$ cat src/rtl/filter_response_analyzer.sv
`default_nettype none
// ============================================================================
//  Module   : filter_response_analyzer
//  Function : Watches the output stream of a filter under test. For each
//             measurement it tracks the peak maximum, peak minimum and sample
//             count, detects settling (HOLD identical consecutive samples),
//             and reports a timeout when TIMEOUT samples pass without settling.
//  Revision : 1.0 - initial release
// ============================================================================
module filter_response_analyzer #(
  parameter int W       = 32,
  parameter int IW      = 16,
  parameter int HOLD    = 8,
  parameter int TIMEOUT = 1000
) (
  input  logic          clk,
  input  logic          reset,
  input  logic          start,
  input  logic          din_valid,
  input  logic [W-1:0]  din,
  output logic          busy,
  output logic          done,
  output logic          settled,
  output logic          timeout,
  output logic [IW-1:0] settle_idx,
  output logic [W-1:0]  final_val,
  output logic [W-1:0]  peak_max,
  output logic [W-1:0]  peak_min,
  output logic [IW-1:0] sample_count
);

  localparam logic [IW-1:0] C_HOLD    = IW'(HOLD);
  localparam logic [IW-1:0] C_TIMEOUT = IW'(TIMEOUT);
  localparam logic [IW-1:0] C_ONE     = IW'(1);

  typedef enum logic [1:0] {
    S_IDLE = 2'd0,
    S_RUN  = 2'd1,
    S_DONE = 2'd2
  } state_t;

  state_t        r_state;
  logic          r_busy;
  logic          r_done;
  logic          r_settled;
  logic          r_timeout;
  logic [IW-1:0] r_settle_idx;
  logic [W-1:0]  r_final_val;
  logic [W-1:0]  r_peak_max;
  logic [W-1:0]  r_peak_min;
  logic [IW-1:0] r_sample_count;
  logic [W-1:0]  r_prev_val;
  logic [IW-1:0] r_run_len;
  logic [IW-1:0] r_run_start;

  logic          w_first;
  logic          w_match;
  logic [IW-1:0] w_count_next;
  logic [IW-1:0] w_run_len_next;
  logic [IW-1:0] w_run_start_next;
  logic [W-1:0]  w_peak_max_next;
  logic [W-1:0]  w_peak_min_next;
  logic          w_settle_hit;
  logic          w_timeout_hit;

  // Next-value computation for one accepted sample while running
  always_comb begin
    w_first          = (r_sample_count == '0);
    // Equality only counts against the previous valid sample of this measurement
    w_match          = !w_first && (din == r_prev_val);
    w_count_next     = r_sample_count + C_ONE;
    w_run_len_next   = w_match ? (r_run_len + C_ONE) : C_ONE;
    w_run_start_next = w_match ? r_run_start : r_sample_count;
    w_peak_max_next  = (w_first || ($signed(din) > $signed(r_peak_max))) ? din : r_peak_max;
    w_peak_min_next  = (w_first || ($signed(din) < $signed(r_peak_min))) ? din : r_peak_min;
    w_settle_hit     = (w_run_len_next == C_HOLD);
    w_timeout_hit    = (w_count_next == C_TIMEOUT);
  end

  // Measurement state machine and result registers
  always_ff @(posedge clk) begin
    if (reset) begin
      r_state        <= S_IDLE;
      r_busy         <= 1'b0;
      r_done         <= 1'b0;
      r_settled      <= 1'b0;
      r_timeout      <= 1'b0;
      r_settle_idx   <= '0;
      r_final_val    <= '0;
      r_peak_max     <= '0;
      r_peak_min     <= '0;
      r_sample_count <= '0;
      r_prev_val     <= '0;
      r_run_len      <= '0;
      r_run_start    <= '0;
    end else if (start) begin
      // Start from any state clears results; a coincident sample is dropped
      r_state        <= S_RUN;
      r_busy         <= 1'b1;
      r_done         <= 1'b0;
      r_settled      <= 1'b0;
      r_timeout      <= 1'b0;
      r_settle_idx   <= '0;
      r_final_val    <= '0;
      r_peak_max     <= '0;
      r_peak_min     <= '0;
      r_sample_count <= '0;
      r_prev_val     <= '0;
      r_run_len      <= '0;
      r_run_start    <= '0;
    end else if ((r_state == S_RUN) && din_valid) begin
      r_sample_count <= w_count_next;
      r_peak_max     <= w_peak_max_next;
      r_peak_min     <= w_peak_min_next;
      r_run_len      <= w_run_len_next;
      r_run_start    <= w_run_start_next;
      r_prev_val     <= din;
      // Settling wins over timeout when both land on the same sample
      if (w_settle_hit) begin
        r_state      <= S_DONE;
        r_busy       <= 1'b0;
        r_done       <= 1'b1;
        r_settled    <= 1'b1;
        r_settle_idx <= w_run_start_next;
        r_final_val  <= din;
      end else if (w_timeout_hit) begin
        r_state      <= S_DONE;
        r_busy       <= 1'b0;
        r_done       <= 1'b1;
        r_timeout    <= 1'b1;
      end
    end
  end

  assign busy         = r_busy;
  assign done         = r_done;
  assign settled      = r_settled;
  assign timeout      = r_timeout;
  assign settle_idx   = r_settle_idx;
  assign final_val    = r_final_val;
  assign peak_max     = r_peak_max;
  assign peak_min     = r_peak_min;
  assign sample_count = r_sample_count;

endmodule
`default_nettype wire

$ cat config.mk
export PLATFORM = sky130hd
export DESIGN_NAME = filter_response_analyzer
export DESIGN_NICKNAME = d
export VERILOG_FILES = /design/src/rtl/filter_response_analyzer.sv
export SDC_FILE = /design/constraint.sdc
export NUM_CORES = 1
export LEC_CHECK = 0
export ABC_AREA = 1
export CAP_MARGIN = 20
export CELL_PAD_IN_SITES_DETAIL_PLACEMENT = 0
export CELL_PAD_IN_SITES_GLOBAL_PLACEMENT = 1
export CORE_MARGIN = 2
export CORE_UTILIZATION = 35
export CTS_BUF_LIST = sky130_fd_sc_hd__clkbuf_4
export DETAILED_ROUTE_END_ITERATION = 8
export HOLD_SLACK_MARGIN = 0.08
export PLACE_DENSITY = 0.84
export SLEW_MARGIN = 20
export SYNTH_ARGS = -nofsm -noshare
export SYNTH_HDL_FRONTEND = slang
export SYNTH_SLANG_ARGS = --single-unit
$ cat constraint.sdc
create_clock -name clk -period 2.8 [get_ports clk]
set_input_delay 0.56 -clock clk [delete_from_list [all_inputs] [get_ports clk]]
set_output_delay 0.56 -clock clk [all_outputs]
set_load 0.005 [all_outputs]
==> results_dict.tcl, run 1 <==
set metrics [dict create \
    clk_pin_slew_ns 0.19 \
    gp_congestion 0.829 \
    die_h_microns 175 \
    powerDensity_mw_per_mm2 409 \
    fill_cells 2947 \
    clk_path_buf_depth 2 \
    via_per_inst 4.75 \
    whs_endpoint "final_val[23]" \
    wl_per_cell_microns 14.3 \
    ant_nets 0 \
    fin_cells 2076 \
    synth.avg_cell_area_sq_um 6.92 \
    ys.flop_type "dfxtp_1" \
    htree_num_levels 4 \
    post_cts_buffers 0 \
    path_class "input port to register" \
    yosys_warnings 0 \
    synth_common_cells "376 x nand2_1, 227 x inv_1, 196 x dfxtp_1" \
    overflow 0 \
    min_from "final_val[23]" \
    synth_cell_type_count 35 \
    wirelength_mm 29.7 \
    tightest_slew_ns 0.444 \
    grt_first_pass_wirelength_mm 48.2 \
    critical_path.cell_chain "clkdlybuf4s50_1 -> buf_4 -> ha_1 -> nand4_1 -> inv_1 -> nand4_1 -> nor2_1 -> nand4_1 -> nand3_1 -> nand2_1 -> nand2_1 -> buf_4 -> nand2_1 -> a21oi_1" \
    relSlewSlack 0.703 \
    grt_antenna_before_repair 1 \
    crit_fanout 15 \
    finalHoldViolations 0 \
    grt_pass1_vias 9520 \
    grt_max_degree 68 \
    ir_worst_vdd_uv 212 \
    place_area_sq_mm 0.0129 \
    reg2reg_to "final_val[6]" \
    fin_crit_sh 0.958 \
    io_buffers 167 \
    outcome "finished clean" \
    required_ns 3.32 \
    grt_usage 0.194 \
    area.growth.synth_to_final_pct 28.0 \
    r2r_cells 16 \
    r2r_setup_slack_ns 0.30 \
    critPathCaptureType "register" \
    ys_seq_elements 196 \
    max_freq_mhz 373 \
    rows 62 \
    synthesis.nets 1587 \
    cap_violations 0 \
    drtIter0Drc 503 \
    timing.rr.start "sample_count[0]" \
    synth.most_common_cell "nand2_1" \
    crit_family "simple AND/OR/NAND/NOR gates" \
    final_nets 1780 \
    synthCells 1485 \
    synth_edf_count 0 \
    seq_area_frac_synth 0.382 \
    setup_viol 0 \
    dr.pass1.iters 6 \
    clk_latency_ns 0.61 \
    stdcell_area_sq_mm 0.0132 \
    worstPathArrival_ns 3.21 \
    crit_path_max_incr_delay_ns 0.46 \
    crit_buf_inv 4 \
    hold_class "register to register" \
    vias 9852 \
    period_needed_ns 2.68 \
    numCtsBuffers 17 \
    cpMaxStageDelayCell "clkdlybuf4s50_1" \
    cts_hold_buf 0 \
    finClkSkew_ns 0.0422 \
    drive_above_1_share 0.0733 \
    synth_top_area_frac 0.382 \
    chipWidth_microns 175 \
    placed_cells 2043 \
    ys_async_sr_fraction 0 \
    slew_violations 0 \
    rsz0062_at_grt "false" \
    crit_path_start_kind "input port" \
    cts_tree "yes" \
    synth_area_leaders "dfxtp_1 38%, nand2_1 14%, inv_1 8.3%" \
    dp_hpwl_mm 22.0 \
    syn-cell-area_sq_mm 0.0103 \
    cts_root_buffer "clkbuf_4" \
    start_util 0.357 \
    core_sq_mm 0.0288 \
    min_delay_path_depth 2 \
    cts_sinks 196 \
    drc 0 \
    pin_count 168 \
    p_leak_nw 5.24 \
    dieArea_sq_mm 0.0308 \
    yosysTopAreaCell "dfxtp_1" \
]
[per-layer routing]
metal / wire length, microns / vias up / GRT usage
met3: 1270 / 30 / 0.0310
met1: 13600 / 4480 / 0.245
met2: 14400 / 213 / 0.343
met4: 464 / 0 / 0.0479
li1: - / 5129 / -
met5: 0 / - / 0
[per-stage QoR]
stage / hold WS (ns) / total power [mW] / TNS, ns / setup slack, ns / utilization
floorplan: 0.437 / 3.43 / 0 / 0.424 / -
global placement: 0.432 / 3.82 / -37.89 / -0.452 / 0.447
CTS: 0.456 / 5.46 / 0 / 0.204 / 0.457
finish: 0.452 / 5.39 / 0 / 0.118 / 0.457
global route: 0.471 / 5.66 / 0 / 0.000530 / 0.457
detailed placement: 0.433 / 3.83 / -38.97 / -0.433 / 0.447
[worst max-delay path by stage]
stage,start,to,slack (ns),depth (start not counted)
2_1_floorplan,din[31],peak_min[10],0.42,13
3_3_place_gp,din[31],peak_max[31],-0.45,14
3_5_place_dp,din[31],peak_max[0],-0.43,16
4_1_cts,din[31],peak_max[0],0.20,16
5_1_grt,din[0],timeout,0.0005,17
6_report,din[31],peak_max[0],0.12,14
[tightest hold or removal path, cell delays in order, from the launching register on]
cell,delay (ns)
dfxtp_1,0.35
inv_1,0.04
a21oi_1,0.05
[cell families (layout without fill, tap and decap cells)]
kind of cell	after synthesis	in the layout	synth area share
XOR/XNOR	34	34	0.0290
adder cells (fa/ha/maj)	66	66	0.0803
buffers and inverters	296	502	0.113
AND/OR/NAND/NOR	594	594	0.234
AO/OA/AOI/OAI	299	299	0.163
other	0	1	0
flip-flops	196	196	0.382
[where the power goes]
part           switching [mW]  internal [mW]  leakage (nW)  total, mW
Sequential             0.0447           2.85          1.59       2.90
Clock                    1.13          0.485         0.158       1.61
Combinational           0.508          0.366          3.50      0.874
Total                    1.68           3.71          5.24       5.39
[area by class of cell]
class	count	area (sq um)	share of cell area
multi-input cells	993	5220	0.397
flip-flops and latches	196	3930	0.298
repair buffers	240	2370	0.180
inverters	230	863	0.0656
well taps	384	480	0.0365
clock inverters	15	173	0.0131
clock buffers	17	128	0.00970
diodes	1	2.50	0.000190
[flip-flops by register name, indices dropped and copies added (netlist names), 16 cells and up]
name and flops:
peak_max 32, peak_min 32, r_run_len 16, final_val 32, sample_count 16, settle_idx 16, r_run_start 16, r_prev_val 32
[repair_timing]
| action | 4_1_cts | 5_1_grt |
|---|---|---|
| endpoints found under the hold margin | 0 | 0 |
| endpoints found under the setup margin | 0 | 13 |
| resized for setup | 0 | 2 |
[cells in the final DEF (no fill, tap or decap), drive strengths merged]
cell type      count
dfxtp            196
ha                66
nor4b              1
a211oi            27
clkdlybuf4s50    167
o211ai            33
a31oi              1
clkinvlp           1
o211a              2
o21a               4
diode              1
a21oi            151
nand4             16
xor2              27
clkbuf            17
bufinv             1
nor3              20
nand3             31
clkinv             8
or2                4
nor2             142
nand2            377
o21ai             80
and2               1
o21bai             1
xnor2              7
buf               73
inv              235
nand3b             2
Power figures use the tool's default switching activity.
==> inputs of run 2 (changes only) <==
--- a/config.mk
+++ b/config.mk
@@ -13,6 +13,7 @@
 export CORE_UTILIZATION = 35
 export CTS_BUF_LIST = sky130_fd_sc_hd__clkbuf_4
 export DETAILED_ROUTE_END_ITERATION = 8
+export GPL_ROUTABILITY_DRIVEN = 0
 export HOLD_SLACK_MARGIN = 0.08
 export PLACE_DENSITY = 0.84
 export SLEW_MARGIN = 20
==> run 2 against run 1 <==
Utilization about the same. Highest routed layer unchanged. Critical endpoint is now peak_max[31]. Sequential cell count stayed put. Combinational power barely moved. Sequential power hardly changed. Global-route usage is 0.20 points higher.
==> results_dict.tcl, run 2 (synthesis gave the netlist of run 1 again) <==
set metrics [dict create \
    stdcell_area_sq_mm 0.0132 \
    area.growth.synth_to_final_pct 28.1 \
    clk_path_buf_depth 2 \
    cts_tree "yes" \
    grt_max_degree 91 \
    ant_nets 0 \
    die_h_microns 175 \
    period_needed_ns 2.68 \
    via_per_inst 4.74 \
    drc 0 \
    core_sq_mm 0.0288 \
    p_clk_frac 0.309 \
    htree_num_levels 4 \
    finClkSkew_ns 0.0316 \
    hold_class "register to register" \
    worstPathArrival_ns 3.24 \
    place_area_sq_mm 0.0128 \
    grt_first_pass_wirelength_mm 49.0 \
    critPathCaptureType "register" \
    max_freq_mhz 374 \
    overflow 0 \
    dp_hpwl_mm 22.1 \
    rsz0062_at_grt "false" \
    clk_latency_ns 0.62 \
    fin_crit_sh 0.956 \
    cts_root_buffer "clkbuf_4" \
    r2r_cells 14 \
    wirelength_mm 29.4 \
    post_cts_buffers 0 \
    required_ns 3.36 \
    grt_antenna_before_repair 1 \
    p_leak_nw 5.24 \
    dp_worst_setup_slack_ns -0.469 \
    chipWidth_microns 175 \
    io_buffers 167 \
    powerDensity_mw_per_mm2 415 \
    tightest_slew_ns 0.451 \
    whs_ns 0.453 \
    p_sw_mw 1.67 \
    drtIter0Drc 531 \
    p_int_mw 3.79 \
    pin_count 168 \
    ir_worst_vdd_uv 281 \
    timing.rr.start "r_run_len[0]" \
    cap_violations 0 \
    final_cell_mix "376 x nand2_1, 226 x inv_1, 195 x dfxtp_1" \
    dieArea_sq_mm 0.0308 \
    swShare 0.305 \
    min_delay_path_depth 2 \
    cts_sinks 196 \
    final_nets 1780 \
    power_frac_seq 0.531 \
    path_class "input port to register" \
    vias 9830 \
    slew_violations 0 \
    fin_ws_ns 0.124 \
    drive_above_1_share 0.0739 \
    reg2reg_to "final_val[4]" \
    grt_usage 0.196 \
    cts_hold_buf 0 \
    setup_viol 0 \
    wl_per_cell_microns 14.2 \
    whs_endpoint "final_val[21]" \
    r2r_setup_slack_ns 0.25 \
    grt_pass1_vias 9649 \
    numCtsBuffers 17 \
    layout_commonest_cell "nand2_1" \
    p_comb_frac 0.160 \
    min_from "final_val[21]" \
    relSlewSlack 0.698 \
    dr.pass1.iters 5 \
    clk_pin_slew_ns 0.17 \
    outcome "finished clean" \
    crit_path_start_kind "input port" \
    start_util 0.357 \
    rows 62 \
    finalHoldViolations 0 \
    crit_fanout 18 \
]
## run 2: how the worst max path moves through the flow
stage,slack (ns),from,end
finish,0.12,din[31],peak_max[31]
detailed placement,-0.47,din[31],peak_max[31]
global route,0.02,r_run_len[0],final_val[0]
floorplan,0.42,din[31],peak_min[10]
global placement,-0.46,din[31],peak_max[31]
CTS,0.12,r_run_len[0],settle_idx[11]
## run 2: critical path, cell delays in order
cell,delay (ns)
clkdlybuf4s50_1,0.49
buf_4,0.21
ha_1,0.34
nand4_1,0.12
inv_1,0.09
nand4_1,0.16
nor2_1,0.32
nand4_1,0.18
nand3_1,0.12
nand2_1,0.08
nand2_1,0.18
buf_12,0.19
nand2_1,0.06
a21oi_1,0.11
## run 2: metrics by stage
step,cells,utilization,power [mW],setup TNS (ns)
final,2076,0.457,5.46,0
after global routing,2076,0.457,5.76,0
after CTS,2075,0.457,5.52,0
after detailed placement,2043,0.446,3.83,-36.66
after global placement,2043,0.446,3.82,-33.94
after floorplan,1485,-,3.43,0
## run 2: timing repair
action | CTS | global route
resized for setup | 0 | 3
endpoints found under the hold margin | 0 | 0
endpoints found under the setup margin | 0 | 31
## run 2: power by group through the flow
| stage | Clock, mW | Sequential [mW] | Combinational [mW] |
|---|---|---|---|
| global route | 1.87 | 2.91 | 0.986 |
| detailed placement | 0 | 2.96 | 0.872 |
| CTS | 1.74 | 2.90 | 0.877 |
| floorplan | 0 | 2.95 | 0.476 |
| finish | 1.69 | 2.90 | 0.871 |
| global placement | 0 | 2.96 | 0.862 |
## run 2: area by class of cell
class	count	area, sq um
fillers	2928	15600
multi-input cells	993	5220
flip-flops and latches	196	3930
repair buffers	240	2360
inverters	230	863
well taps	384	480
clock inverters	15	191
clock buffers	17	128
diodes	1	2.50
## run 2: layer usage
layer | vias up | part of all wire | GRT usage
li1 | 5130 | - | -
met1 | 4482 | 0.46 | 0.246
met2 | 178 | 0.49 | 0.346
met3 | 40 | 0.035 | 0.0288
met4 | 0 | 0.019 | 0.0559
met5 | - | 0 | 0
==> inputs of run 3 (changes only) <==
--- a/config.mk
+++ b/config.mk
@@ -14,7 +14,7 @@
 export CTS_BUF_LIST = sky130_fd_sc_hd__clkbuf_4
 export DETAILED_ROUTE_END_ITERATION = 8
 export GPL_ROUTABILITY_DRIVEN = 0
-export HOLD_SLACK_MARGIN = 0.08
+export HOLD_SLACK_MARGIN = 0.06
 export PLACE_DENSITY = 0.84
 export SLEW_MARGIN = 20
 export SYNTH_ARGS = -nofsm -noshare
==> results of run 3 <==
Final layout, timing and power as in run 2 (identical DEF).
